File: config.mk
export PLATFORM = sky130hd
export DESIGN_NAME = debug_tx_scheduler
export DESIGN_NICKNAME = d
export VERILOG_FILES = /design/src/rtl/debug_tx_scheduler.sv
export SDC_FILE = /design/constraint.sdc
export NUM_CORES = 1
export LEC_CHECK = 0
export ABC_AREA = 1
export BUFFER_PORTS_ARGS = -buffer_cell sky130_fd_sc_hd__clkbuf_2
export CAP_MARGIN = 20
export CELL_PAD_IN_SITES_DETAIL_PLACEMENT = 0
export CELL_PAD_IN_SITES_GLOBAL_PLACEMENT = 1
export CORE_AREA = 2 2 126 128
export DETAILED_ROUTE_END_ITERATION = 8
export DIE_AREA = 0 0 128 130
export PLACE_DENSITY_LB_ADDON = 0.1
export SYNTH_ARGS = -nofsm -noshare
export SYNTH_HDL_FRONTEND = slang
export SYNTH_SLANG_ARGS = --single-unit
File: constraint.sdc
create_clock -name clk -period 2.1 [get_ports clk]
set_input_delay 0.21 -clock clk [delete_from_list [all_inputs] [get_ports clk]]
set_output_delay 0.21 -clock clk [all_outputs]
set_load 0.01 [all_outputs]
File: src/rtl/debug_tx_scheduler.sv
// debug_tx_scheduler
// Streams a full debug dump over the UART transmitter. A start pulse produces
// a header byte, then the latched PC, every register-file word and a window of
// data-memory words. Each word is sent MSB-first as four bytes, with only one
// byte in flight at a time (strobe, then wait for the UART done tick).
//
// Ports:
//   clk, reset       single clock, synchronous active-high reset
//   i_start          dump request pulse (ignored while busy)
//   i_pc             PC value, captured on the accepted start
//   o_reg_addr       register-file read address (data returns 1 cycle later)
//   i_reg_data       register-file read data
//   o_mem_addr       data-memory read address (data returns 1 cycle later)
//   i_mem_data       data-memory read data
//   o_tx_data        byte presented to the UART
//   o_tx_start       one-cycle load strobe for o_tx_data
//   i_tx_done_tick   UART finished the current byte
//   o_busy           dump in progress (registered)
//   o_done           one-cycle pulse when the dump completes
module debug_tx_scheduler #(
    parameter int          NB_DATA     = 32,
    parameter int          NB_REG_ADDR = 5,
    parameter int          N_REGS      = 32,
    parameter int          NB_MEM_ADDR = 5,
    parameter int          N_MEM_WORDS = 32,
    parameter logic [7:0]  HEADER      = 8'hA5
) (
    input  logic                   clk,
    input  logic                   reset,
    input  logic                   i_start,
    input  logic [NB_DATA-1:0]     i_pc,
    output logic [NB_REG_ADDR-1:0] o_reg_addr,
    input  logic [NB_DATA-1:0]     i_reg_data,
    output logic [NB_MEM_ADDR-1:0] o_mem_addr,
    input  logic [NB_DATA-1:0]     i_mem_data,
    output logic [7:0]             o_tx_data,
    output logic                   o_tx_start,
    input  logic                   i_tx_done_tick,
    output logic                   o_busy,
    output logic                   o_done
);

    localparam int MAX_WORDS = (N_REGS > N_MEM_WORDS) ? N_REGS : N_MEM_WORDS;
    // A single-word section still needs a 1-bit index.
    localparam int WIDX_W    = (MAX_WORDS > 1) ? $clog2(MAX_WORDS) : 1;

    localparam logic [WIDX_W-1:0] LAST_REG = WIDX_W'(N_REGS - 1);
    localparam logic [WIDX_W-1:0] LAST_MEM = WIDX_W'(N_MEM_WORDS - 1);

    localparam logic [2:0] S_IDLE     = 3'd0;
    localparam logic [2:0] S_HDR      = 3'd1;
    localparam logic [2:0] S_HDR_WAIT = 3'd2;
    localparam logic [2:0] S_FETCH    = 3'd3;
    localparam logic [2:0] S_LOAD     = 3'd4;
    localparam logic [2:0] S_SEND     = 3'd5;
    localparam logic [2:0] S_WAIT     = 3'd6;
    localparam logic [2:0] S_DONE     = 3'd7;

    localparam logic [1:0] SEC_PC   = 2'd0;
    localparam logic [1:0] SEC_REGS = 2'd1;
    localparam logic [1:0] SEC_MEM  = 2'd2;

    logic [2:0]         state_q,   state_d;
    logic [1:0]         section_q, section_d;
    logic [WIDX_W-1:0]  word_q,    word_d;
    logic [1:0]         byte_q,    byte_d;
    logic [NB_DATA-1:0] pc_q,      pc_d;
    logic [NB_DATA-1:0] shift_q,   shift_d;
    logic               busy_q;

    always_comb begin
        state_d   = state_q;
        section_d = section_q;
        word_d    = word_q;
        byte_d    = byte_q;
        pc_d      = pc_q;
        shift_d   = shift_q;
        case (state_q)
            S_IDLE: begin
                if (i_start) begin
                    pc_d      = i_pc;
                    section_d = SEC_PC;
                    word_d    = '0;
                    byte_d    = '0;
                    state_d   = S_HDR;
                end
            end
            S_HDR:      state_d = S_HDR_WAIT;
            S_HDR_WAIT: if (i_tx_done_tick) state_d = S_FETCH;
            S_FETCH:    state_d = S_LOAD;
            S_LOAD: begin
                // Read data for the address driven in FETCH is valid now.
                case (section_q)
                    SEC_REGS: shift_d = i_reg_data;
                    SEC_MEM:  shift_d = i_mem_data;
                    default:  shift_d = pc_q;
                endcase
                state_d = S_SEND;
            end
            S_SEND:     state_d = S_WAIT;
            S_WAIT: begin
                if (i_tx_done_tick) begin
                    if (byte_q != 2'd3) begin
                        shift_d = shift_q << 8;
                        byte_d  = byte_q + 2'd1;
                        state_d = S_SEND;
                    end else begin
                        byte_d  = '0;
                        state_d = S_FETCH;
                        case (section_q)
                            SEC_PC: begin
                                section_d = SEC_REGS;
                                word_d    = '0;
                            end
                            SEC_REGS: begin
                                if (word_q == LAST_REG) begin
                                    section_d = SEC_MEM;
                                    word_d    = '0;
                                end else begin
                                    word_d = word_q + 1'b1;
                                end
                            end
                            default: begin
                                if (word_q == LAST_MEM) state_d = S_DONE;
                                else                    word_d  = word_q + 1'b1;
                            end
                        endcase
                    end
                end
            end
            S_DONE:  state_d = S_IDLE;
            default: state_d = S_IDLE;
        endcase
    end

    always_ff @(posedge clk) begin
        if (reset) begin
            state_q   <= S_IDLE;
            section_q <= SEC_PC;
            word_q    <= '0;
            byte_q    <= '0;
            pc_q      <= '0;
            shift_q   <= '0;
            busy_q    <= 1'b0;
        end else begin
            state_q   <= state_d;
            section_q <= section_d;
            word_q    <= word_d;
            byte_q    <= byte_d;
            pc_q      <= pc_d;
            shift_q   <= shift_d;
            busy_q    <= (state_d != S_IDLE);
        end
    end

    // Address is driven in FETCH and held through LOAD; 0 otherwise.
    logic addr_phase;
    assign addr_phase = (state_q == S_FETCH) || (state_q == S_LOAD);

    assign o_reg_addr = (addr_phase && section_q == SEC_REGS) ? NB_REG_ADDR'(word_q) : '0;
    assign o_mem_addr = (addr_phase && section_q == SEC_MEM)  ? NB_MEM_ADDR'(word_q) : '0;

    assign o_tx_start = (state_q == S_HDR) || (state_q == S_SEND);
    assign o_tx_data  = (state_q == S_HDR)  ? HEADER :
                        (state_q == S_SEND) ? shift_q[NB_DATA-1 -: 8] : 8'h00;
    assign o_busy     = busy_q;
    assign o_done     = (state_q == S_DONE);

endmodule

Yosys cells after proc, flatten, opt, wreduce, memory -nomap -nowiden
Cells that the tools add are included.
Widths: inputs -> output; s select.
{ "word_totals": {"register_bits": 77, "latch_bits": 0, "mem_bits_rw": 0, "mem_bits_ro": 0, "in_bits": 100, "out_inout_bits": 21, "wordCells": 73, "n_memories": 0} }
{ "classes": {"addsub": 2, "multipliers": 0, "div": 0, "n_lt_le_gt_ge": 0, "eq_ne": 18, "n_shift": 0, "n_mux": 31, "n_bitwise": 0, "reduce_logical": 15} }
{ "op_table": {"columns": ["operator", "count"], "rows": [
  ["$pmux 32 s2", 2],
  ["$mux 32", 2],
  ["$mux 5", 7],
  ["$pmux 3 s8", 1],
  ["$pmux 5 s2", 2],
  ["$mux 3", 6],
  ["$mux 8", 2],
  ["$eq 3x3->1 const B", 4],
  ["$mux 2", 6],
  ["$pmux 2 s2", 3],
  ["$ne 2x2->1 const B", 5],
  ["$eq 3x2->1 const B", 2],
  ["$ne 3x3->1 const B", 2],
  ["$reduce_and 3->1", 2],
  ["$reduce_and 6->1", 1],
  ["$add 5x1->5 const B", 1],
  ["$eq 5x5->1 const B", 1],
  ["$reduce_and 5->1", 1],
  ["$ne 4x4->1 const B", 1],
  ["$reduce_bool 2->1", 2],
  ["$eq 3x1->1 const B", 1],
  ["$logic_not 3->1", 1],
  ["$reduce_bool 3->1", 1],
  ["$add 2x1->2 const B", 1],
  ["7 further kinds", 9]
]} }

Longest topological paths before layout
Gate-level depths: netlist of run 1.
{ "logic_depth": {"depth_word": 7, "ltp_mapped": 12, "depth_no_buf": 12} }

Least setup slack after synthesis of run 1
Ideal clock, no wire load.
{ "synth_path": {"path_type": "reg-to-reg", "start": "register section_q[0]", "end": "register shift_q[15]", "t_arrival_ns": 1.436, "path_slack_ns": 0.548, "path_stages_with_launch": 10, "period_less_slack_ns": 1.552, "cell_sequence": "dfxtp_1 -> inv_1 -> ha_1 -> buf_2 -> buf_1 -> nand3_1 -> o21ai_0 -> o21ai_0 -> nor2_1 -> nor2_1"} }
{ "synth_between": {"elab_chain_len": 3, "word_cells_on_any_way": 4} }
{ "synth_lines": {"columns": ["element", "line_no", "source"], "rows": [
  ["start, declared", "64", "logic [1:0] section_q, section_d;"],
  ["start signal, assigned", "147", "section_q <= section_d;"],
  ["$eq 2x2->1 / $eq 2x1->1 (equally long branches)", "93", "case (section_q)"],
  ["$pmux 32 s2 (*)", "93", null],
  ["$pmux 32 s2 (*)", "78", "case (state_q)"],
  ["end signal, assigned", "151", "shift_q <= shift_d;"],
  ["end, declared", "68", "logic [NB_DATA-1:0] shift_q, shift_d;"]
]} }
Mark *: on every way between the ends. The rest lies on a longest branch, timed or not.
A chain may end at the register's enable or synchronous reset.

Final worst setup path of run 1
{ "layout_path": {"start": "register state_q[2]", "end": "output port o_reg_addr[2]"} }
{ "layout_between": {"elab_chain_len": 4, "word_cells_on_any_way": 5} }
{ "layout_lines": {"columns": ["element", "line_no", "source"], "rows": [
  ["start, declared", "63", "logic [2:0] state_q, state_d;"],
  ["start signal, assigned", "146", "state_q <= state_d;"],
  ["$eq 3x2->1 / $eq 3x3->1 (equally long branches)", "158", "assign addr_phase = (state_q == S_FETCH) || (state_q == S_LOAD);"],
  ["$logic_or 1x1->1 (*)", "158", null],
  ["$logic_and 1x1->1 (*)", "160", "assign o_reg_addr = (addr_phase && section_q == SEC_REGS) ? NB_REG_ADDR'(word_q) : '0;"],
  ["$mux 5 (*)", "160", null],
  ["end, declared", "32", "output logic [NB_REG_ADDR-1:0] o_reg_addr,"]
]} }
Marked as above.

==> results of run 1 <==
==> routing by layer <==
metal	track usage [%]	part of all wire, %	routed length [um]	vias to the layer above
met5	0	0.099	12	-
met4	5.24	1.2	144	2
met3	2.79	4.1	504	11
met2	24.2	44	5400	90
met1	20.2	50	6100	1783
li1	-	-	-	2215
==> Yosys cell counts <==
cell      instances
a211oi_1          1
a31oi_1           1
dfxtp_1          77
nor2_1           87
xor2_1            1
buf_2            15
nor2_4            3
buf_6             3
clkbuf_1         17
buf_1             2
inv_4             1
nor3_1            3
nand2_1         114
o21ai_1          13
nand4_1           3
ha_1              6
o21ai_2           2
a21oi_1          48
nand3_1          37
nor2_8            1
o211ai_1          8
nand3_2           2
inv_2             4
nand3_4           1
inv_1            55
buf_4             6
o21ai_0         108
==> worst max-delay path by stage <==
stage,from,to,slack [ps]
2_1_floorplan,section_q[0]$_SDFFE_PP0P_,shift_q[15]$_SDFFE_PP0P_,550
3_3_place_gp,state_q[1]$_SDFF_PP0_,o_reg_addr[2],270
3_5_place_dp,state_q[1]$_SDFF_PP0_,o_reg_addr[3],220
4_1_cts,state_q[1]$_SDFF_PP0_,o_reg_addr[3],30
5_1_grt,state_q[2]$_SDFF_PP0_,o_reg_addr[2],10
6_report,state_q[2]$_SDFF_PP0_,o_reg_addr[2],180
==> final cells by class <==
type                    count  area (um2)  share of cell area (%)
inverters                  60         228                    4.47
well taps                 192         240                    4.71
clock buffers              15         268                    5.25
clock inverters             1        5.00                  0.0981
multi-input cells         439        2090                    40.9
repair buffers            132         728                    14.3
flip-flops and latches     77        1540                    30.3
==> power groups by stage <==
stage | Combinational (mW) | Sequential [mW] | Clock (mW)
finish | 0.973 | 1.67 | 1.46
global route | 1.14 | 1.68 | 1.57
CTS | 1.00 | 1.67 | 1.51
floorplan | 0.671 | 1.67 | 0
global placement | 0.996 | 1.69 | 0
detailed placement | 1.00 | 1.70 | 0
==> sequential cells by signal, indices dropped and copies added, names as in the netlist <==
name and flops:
byte_q 2, o_busy 1, shift_q 32, section_q 2, pc_q 32, state_q 3
word_q 5
==> kinds of logic (layout without fill, tap and decap cells) <==
group,Yosys count,count (layout)
AO/OA/AOI/OAI,181,181
XOR/XNOR,1,1
adder cells (fa/ha/maj),6,6
buffers and inverters,103,208
flip-flops,77,77
AND/OR/NAND/NOR,251,251
==> worst max-delay path, stage by stage, from the launching register on <==
cell and delay (ps):
dfxtp_1 500, nand2_1 160, o21ai_1 220, nand2_1 210, nor2_1 130, clkbuf_2 140
==> reports/metrics.cfg, run 1 <==
[global_routing]
grt_overflow=0
grt_antenna_before_repair=1
grt_max_degree=54
grt_pass1_vias=3937
grtUsageTotal_pct=15.0
grt_pass1_wl_mm=19.7

[power]
swShare_pct=30.7
p_switching_mw=1.26
power_leakage_nw=2.18
ir_worst_vdd_v=0.000345
p_int_mw=2.84
power_mw=4.09
share_seq_of_total_power_pct=40.7
power_frac_clock_pct=35.6
p_comb_share_pct=23.8
p_per_area_nw_per_um2=803

[place]
port_buffers=120
dp_hpwl_mm=8.69
dp_slack_ps=220
place_congestion=0.782
dpl-instance-area_um2=4830
dp_cells=900

[finish]
fillers=1740
final_common_cell=clkbuf_2
drive_gt1_share_pct=22.2
fin_cells=916
nets=825
layout_common_cells=clkbuf_2 (120), nand2_1 (114), o21ai_0 (107)
insertedDiodeCount=0
finalInstanceArea_um2=5100
area_growth_pct=25.0
fin_util_pct=33.1

[yosys]
yosys-top-cells-area=dfxtp_1 (38%), o21ai_0 (13%), nand2_1 (10%), nor2_1 (8.0%), a21oi_1 (5.9%)
synthAdderAreaFrac_pct=1.84
netlist_instances=619
yosys_warnings=0
synth_compound_area_share_pct=23.0
ys_ff_latch=77
synthMuxAreaShare_pct=0
avgSynthCellArea_um2=6.59
synth-xor-area-share_pct=0.215
synth_largest_area_cell=dfxtp_1
syn_area_um2=4080
ys_seq_area_share_pct=37.8
yosysTopAreaCellShare_pct=37.8
synth.net_count=725
netlist-cell-type-count=27
synth_top_family_by_area=simple AND/OR/NAND/NOR gates
synthSimpleGateAreaFrac_pct=26.1

[timing]
worst_slack_ps=185
setup_violations=0
period_needed_ps=1920
worst_clock_skew_ps=6.67
slew_viol_final=0
fin_hold_ws_ps=152
hold_violations=0
worst_pin_slew_ps=336
tns_ps=0
max_slew_margin_pct=77.4
fin_crit_sh_pct=91.2
clock.fmax_mhz=522
rsz0062_at_grt=false

[run]
max_cap_violations=0

[hold_path]
hold_path_class=in -> reg
min_to=pc_q[31]$_SDFFE_PP0P_
hold-path-cell-count=3
hp-start=i_pc[31]

[setup_path]
reg2reg_to=shift_q[8]$_SDFFE_PP0P_
cp.arrival_ps=1710
startpoint_type=register
r2r_slack_ps=350
criticalPathCategory=reg -> out
crit_path_end_kind=primary output
rr_worst_depth=9
path_max_fanout=8
worstPathRequired_ps=1890
r2r-start=section_q[1]$_SDFFE_PP0P_

[status]
status=complete, no violations

[floorplanning]
die_h_um=130
initial_core_util_pct=26.5
die_area_um2=16600
num_rows=46
io_pins=121
die_x_um=128
core_um2=15400

[routing]
via_per_inst=4.48
drtPass1Iterations=5
wl_per_cell_um=13.3
final_antenna_net_count=0
drc=0
drtIter0Drc=156
vias=4101
routed_wl_mm=12.2

[cts]
clock-sinks=77
numCtsBuffers=9
cts-resized-gates=1
htree_levels=3
postCtsSetupBuffers=0
clk_pin_slew_ps=60
cts_hold_buf=0
cts_tree=built
clock-root-buffer=clkbuf_16
clock_path_buffers=2
clk_latency_ps=330

(Power assumes the default switching activity.)
==> inputs of run 2 (changes only) <==
CELL_PAD_IN_SITES_DETAIL_PLACEMENT = default   (was 0)
CELL_PAD_IN_SITES_GLOBAL_PLACEMENT = default   (was 1)
PLACE_DENSITY_LB_ADDON = default   (was 0.1)
==> run 2 against run 1 <==
Critical path depth unchanged. Via count down 0.76%. Sequential share of layout area down 0.53 points. Wire length down 4.1%. Cell area up 1.8%. Sequential cell count unchanged. First-iteration DRC count up 17%. Critical endpoint is now o_reg_addr[4]. Largest power group is now clock.
==> reports/metrics.cfg, run 2 (synthesis gave the netlist of run 1 again) <==
[status]
status=complete, no violations

[floorplanning]
io_pins=121  ; unchanged
die_h_um=130  ; unchanged
die_area_um2=16600  ; unchanged
die_x_um=128  ; unchanged
core_um2=15400  ; unchanged
num_rows=46  ; unchanged
initial_core_util_pct=26.5  ; unchanged

[power]
p_per_area_nw_per_um2=856  ; +6.7%
power_mw=4.45  ; +8.6%
power_leakage_nw=2.22  ; +1.9%
ir_worst_vdd_v=0.000440  ; +27%

[finish]
insertedDiodeCount=0  ; unchanged
layout_common_cells=clkbuf_2 (120), nand2_1 (114), o21ai_0 (107)
area_growth_pct=27.2
final-seq-area_um2=1540  ; unchanged
multi_input_area_um2=2090  ; unchanged
nets=825  ; unchanged
drive_gt1_share_pct=22.8  ; +0.55 points
fillers=1714  ; -1.5%
reg_top3=pc_q: 32 flops, shift_q: 32 flops, word_q: 5 flops
final_common_cell=clkbuf_2

[cts]
clk_pin_slew_ps=60  ; about the same
clock-root-buffer=clkbuf_16
clk_latency_ps=330  ; about the same
cts_tree=built
clock_path_buffers=2  ; unchanged
htree_levels=3  ; unchanged
numCtsBuffers=9  ; unchanged
postCtsSetupBuffers=0  ; unchanged
clock-sinks=77  ; unchanged

[routing]
drtPass1Iterations=4  ; -1
drtIter0Drc=182  ; +17%
drc=0  ; unchanged
routed_wl_mm=11.7  ; -4.1%
final_antenna_net_count=0  ; unchanged
via_per_inst=4.44  ; -0.76%
vias=4070  ; -0.76%
wl_per_cell_um=12.7  ; -4.1%

[place]
place_congestion=0.799  ; +2.1%
dp_hpwl_mm=8.27  ; -4.8%
port_buffers=120  ; unchanged

[setup_path]
cp.arrival_ps=1660  ; -50 ps
crit_path_start=state_q[2]$_SDFF_PP0_
startpoint_type=register
max_stage_delay_ps=520  ; +20 ps
crit_slowest_cell=dfxtp_1
r2r-start=state_q[2]$_SDFF_PP0_
crit_path_cell_trace=nand2_1 -> o21ai_1 -> nand2_1 -> nor2_1 -> clkbuf_2
criticalPathCategory=reg -> out
worstPathRequired_ps=1890  ; about the same
crit_path_end_kind=primary output
crit_top_cell=nand2_1
path_max_fanout=8  ; unchanged

[global_routing]
grt_antenna_before_repair=0  ; -1
grt_pass1_wl_mm=18.4  ; -6.6%
grt_pass1_vias=3693  ; -6.2%
grt_max_degree=50  ; -7.4%
grtUsageTotal_pct=13.9  ; -1.1 points
grt_overflow=0  ; unchanged

[timing]
hold_violations=0  ; unchanged
clock.fmax_mhz=534  ; +2.2%
max_slew_margin_pct=72.0  ; -5.4 points
worst_clock_skew_ps=5.29  ; -1.38 ps
fin_crit_sh_pct=89.2  ; -2.0 points
slew_viol_final=0  ; unchanged
tns_ps=0  ; unchanged
rsz0062_at_grt=false
setup_violations=0  ; unchanged
period_needed_ps=1870  ; -41.2 ps
worst_pin_slew_ps=419  ; +83.1 ps

[run]
max_cap_violations=0  ; unchanged

[hold_path]
hp-start=i_pc[10]
hold_path_class=in -> reg

run 2: cell types whose count changed in the layout (fill, tap and decap cells not counted), sizes merged:
cell | before | now
bufinv | 0 | 3
clkbuf | 135 | 129
clkinv | 1 | 4
run 2: path summary, 6_finish.rpt:
kind,end,slack (ps),cells past startpoint
hold / removal,pc_q[10]$_SDFFE_PP0P_,150,3
setup reg to reg,shift_q[20]$_SDFFE_PP0P_,290,7
setup / recovery,o_reg_addr[4],230,5
hold reg to reg,pc_q[17]$_SDFFE_PP0P_,440,2
run 2: cell type report:
cell class | instances | area share (%)
clock buffers | 9 | 4.34
clock inverters | 7 | 2.19
inverters | 60 | 4.39
multi-input cells | 439 | 40.2
flip-flops and latches | 77 | 29.7
well taps | 192 | 4.63
repair buffers | 132 | 14.5
run 2: where the power goes:
part           internal, mW  switching (mW)  leakage (nW)
combinational         0.388           0.614          1.42
sequential             1.59          0.0734         0.630
clock                  1.16           0.619         0.169
run 2: worst max-delay path: cells and delay by family (launching register included):
kind	cells	cell delay, ps
AO/OA/AOI/OAI	1	200
buffers and inverters	1	140
flip-flops	1	520
AND/OR/NAND/NOR	3	470
run 2: what timing repair did:
| item | in CTS | in global routing |
|---|---|---|
| setup endpoints to repair | 10 | 4 |
| resized for setup | 1 | 1 |
| pin swaps | 0 | 0 |
| hold buffers | 0 | 0 |
run 2: layer usage:
layer / vias up / routed length [um] / global-route usage (%)
met5: - / 0 / 0
met4: 0 / 97 / 2.91
met3: 9 / 491 / 3.12
met2: 86 / 5190 / 22.1
met1: 1758 / 5880 / 19.5
li1: 2217 / - / -
run 2: through the flow:
step                utilization, %  cells  hold WS (ps)  setup WS, ps  instance area (um2)
floorplan                        -    619           279           548                 4080
global placement              31.4    900           427           297                 4850
detailed placement            31.4    900           431           266                 4850
CTS                           33.6    916           144           137                 5190
global route                  33.7    916           153          42.4                 5190
finish                        33.7    916           154           226                 5190
==> inputs of run 3 (changes only) <==
ABC_AREA = default   (was 1)
CORE_AREA = 2 2 122 124   (was 2 2 126 128)
DIE_AREA = 0 0 124 126   (was 0 0 128 130)
==> run 3 against run 2 <==
Cell count down 14%. Synthesized area down 6.9%. Sequential power down 5%. Largest power group is now sequential cells.
==> reports/metrics.cfg, run 3 <==
[routing]
top_layer=met4
routed_wl_mm=11.7  ; about the same
drtIter0Drc=230  ; +26%
drc=0  ; unchanged
drtPass1Iterations=5  ; +1
vias=3980  ; -2.2%
wl_met1_mm=5.39  ; -8.3%
wl_met3_um=562  ; +14%
wl_per_cell_um=14.8  ; +16%
final_antenna_net_count=0  ; unchanged
wl_met2_mm=5.35  ; +3.0%
via_per_inst=5.04  ; +13%

[finish]
final-seq-area_um2=1540  ; unchanged
area_growth_pct=29.0
drive_gt1_share_pct=26.2  ; +3.4 points
final_common_cell=clkbuf_2
reg_top3=pc_q: 32 flops, shift_q: 32 flops, word_q: 5 flops
fillers=1500  ; -12%
nets=707  ; -14%
multi_input_area_um2=2040  ; -2.2%
layout_common_cells=clkbuf_2 (120), a21oi_1 (76), dfxtp_1 (76)
insertedDiodeCount=0  ; unchanged

[power]
p_per_area_nw_per_um2=743  ; -13%
swShare_pct=26.6  ; -2.8 points
p_int_mw=2.67  ; -15%
power_frac_clock_pct=42.3  ; +2.4 points
p_comb_share_pct=14.1  ; -8.5 points
p_switching_uw=970  ; -26%
share_seq_of_total_power_pct=43.6  ; +6.1 points
ir_worst_vdd_v=0.000303  ; -31%
power_mw=3.64  ; -18%
power_leakage_nw=1.96  ; -12%

[timing]
setup_violations=0  ; unchanged
slew_viol_final=0  ; unchanged
worst_slack_ps=97.2  ; -129 ps
rsz0062_at_grt=false
clock.fmax_mhz=499  ; -6.4%
hold_violations=0  ; unchanged
worst_pin_slew_ps=998  ; +579 ps
period_needed_ps=2000  ; +129 ps
max_slew_margin_pct=33.0  ; -39 points
tns_ps=0  ; unchanged
fin_crit_sh_pct=95.4  ; +6.1 points
worst_clock_skew_ps=7.84  ; +2.55 ps

[yosys]
netlist-cell-type-count=41  ; +52%
ys_async_sr_fraction_pct=0  ; unchanged
avgSynthCellArea_um2=7.59  ; +15%
yosysTopAreaCellShare_pct=40.6  ; +2.8 points
synth.net_count=606  ; -16%
yosysMostFrequentCell=dfxtp_1
ys_seq_area_share_pct=40.6  ; +2.8 points
netlist_instances=500  ; -19%
ys.flop_type=dfxtp_1
synthTopCellsByCount=dfxtp_1 (77), a21oi_1 (76), nand2_1 (68)
syn_area_um2=3800  ; -6.9%
ys_ff_latch=77  ; unchanged
yosys-top-cells-area=dfxtp_1 (41%), a21oi_1 (10%), a22oi_1 (7.9%), nand2_1 (6.7%), nor2_1 (6.3%)
yosys_warnings=0  ; unchanged
synth_edf_count=0  ; unchanged
synth_largest_area_cell=dfxtp_1

[setup_path]
path_max_fanout=13  ; +5
worstPathRequired_ps=1890  ; about the same
startpoint_type=register
criticalPathCategory=reg -> out
cp.arrival_ps=1790  ; +130 ps
crit_path_end_kind=primary output

[cts]
numCtsBuffers=9  ; unchanged
clk_latency_ps=340  ; about the same
clock-root-buffer=clkbuf_16
cts_tree=built
clk_pin_slew_ps=60  ; about the same
clock-sinks=77  ; unchanged
htree_levels=3  ; unchanged
clock_path_buffers=2  ; unchanged

[global_routing]
grt_max_degree=47  ; -6.0%
grt_pass1_wl_mm=17.8  ; -3.1%
grt_overflow=0  ; unchanged
grt_antenna_before_repair=0  ; unchanged
grtUsageTotal_pct=14.7  ; +0.79 points
grt_pass1_vias=3660  ; -0.89%

[place]
place_congestion=0.847  ; +6.0%
port_buffers=120  ; unchanged
dp_hpwl_mm=8.43  ; +1.9%
dp_slack_ps=138  ; -128 ps

[floorplanning]
die_h_um=126  ; -3.1%
die_x_um=124  ; -3.1%
core_um2=14300  ; -7.2%
io_pins=121  ; unchanged
die_area_um2=15600  ; -6.1%
initial_core_util_pct=26.5  ; +0.078 points
num_rows=44  ; -4.3%

[run]
max_cap_violations=0  ; unchanged

[status]
status=complete, no violations

[hold_path]
hold_path_class=in -> reg

run 3: cell count changes in the layout (fill, tap and decap cells not counted), moves of 19 or more:
cell,change
o21ai_0,-105
nand3_1,-32
a211oi_1,+19
nand2_1,-46
o22ai_1,+24
a21oi_1,+28
nor2_1,-23
a22oi_1,+40
inv_1,-42
run 3: worst max-delay path: stages (launching register included):
cell and delay (ps):
dfxtp_1 550, nand2_1 110, or2_2 310, o21ai_2 140, and3_1 210, clkbuf_2 130
run 3: final timing paths:
path / startpoint / to / slack (ps) / cells after the start
worst min register to register: pc_q[0]$_SDFFE_PP0P_ / pc_q[0]$_SDFFE_PP0P_ / 460 / 2
worst min-delay path: i_pc[0] / pc_q[0]$_SDFFE_PP0P_ / 80 / 3
worst max register to register: state_q[1]$_SDFF_PP0_ / shift_q[26]$_SDFFE_PP0P_ / 120 / 4
worst max-delay path: state_q[1]$_SDFF_PP0_ / o_mem_addr[0] / 100 / 5
run 3: timing repair:
action	CTS	global route
gates resized for setup	2	1
endpoints found under the setup margin	10	5
buffers inserted	0	0
hold buffers	0	0
run 3: routing by layer:
layer,up-vias,GRT usage (%)
li1,1990,-
met3,24,1.99
met4,0,8.06
met1,1838,19.4
met5,-,0
met2,128,23.1
run 3: power groups by stage:
stage               Combinational, mW  Clock [mW]  Sequential [mW]
floorplan                       0.319           0             1.60
global placement                0.499           0             1.61
detailed placement              0.513           0             1.62
CTS                             0.515        1.56             1.59
global route                    0.576        1.61             1.59
finish                          0.515        1.54             1.59
run 3: final cells by class:
class,instances,area share (%)
Tap cell,184,4.70
Inverter,12,0.919
Clock inverter,6,1.30
Timing Repair Buffer,136,15.2
Sequential cell,77,31.5
Clock buffer,10,4.67
Multi-Input combinational cell,365,41.7
run 3: cell families after synthesis:
family / share of synthesized area, %
AOI/OAI and AO/OA: 29.9
adders and majority gates: 1.98
buffers and inverters: 6.03
DFF: 40.6
muxes: 0.527
and+or+nand+nor: 21.0
run 3: through the flow:
stage / utilization (%) / cells / cell area [um2] / hold WS [ps]
after floorplan: - / 500 / 3800 / 286
after global placement: 32.1 / 774 / 4600 / 439
final: 34.2 / 790 / 4900 / 84.4
after CTS: 34.2 / 790 / 4900 / 79.2
after global routing: 34.2 / 790 / 4900 / 95.7
after detailed placement: 32.1 / 774 / 4600 / 440
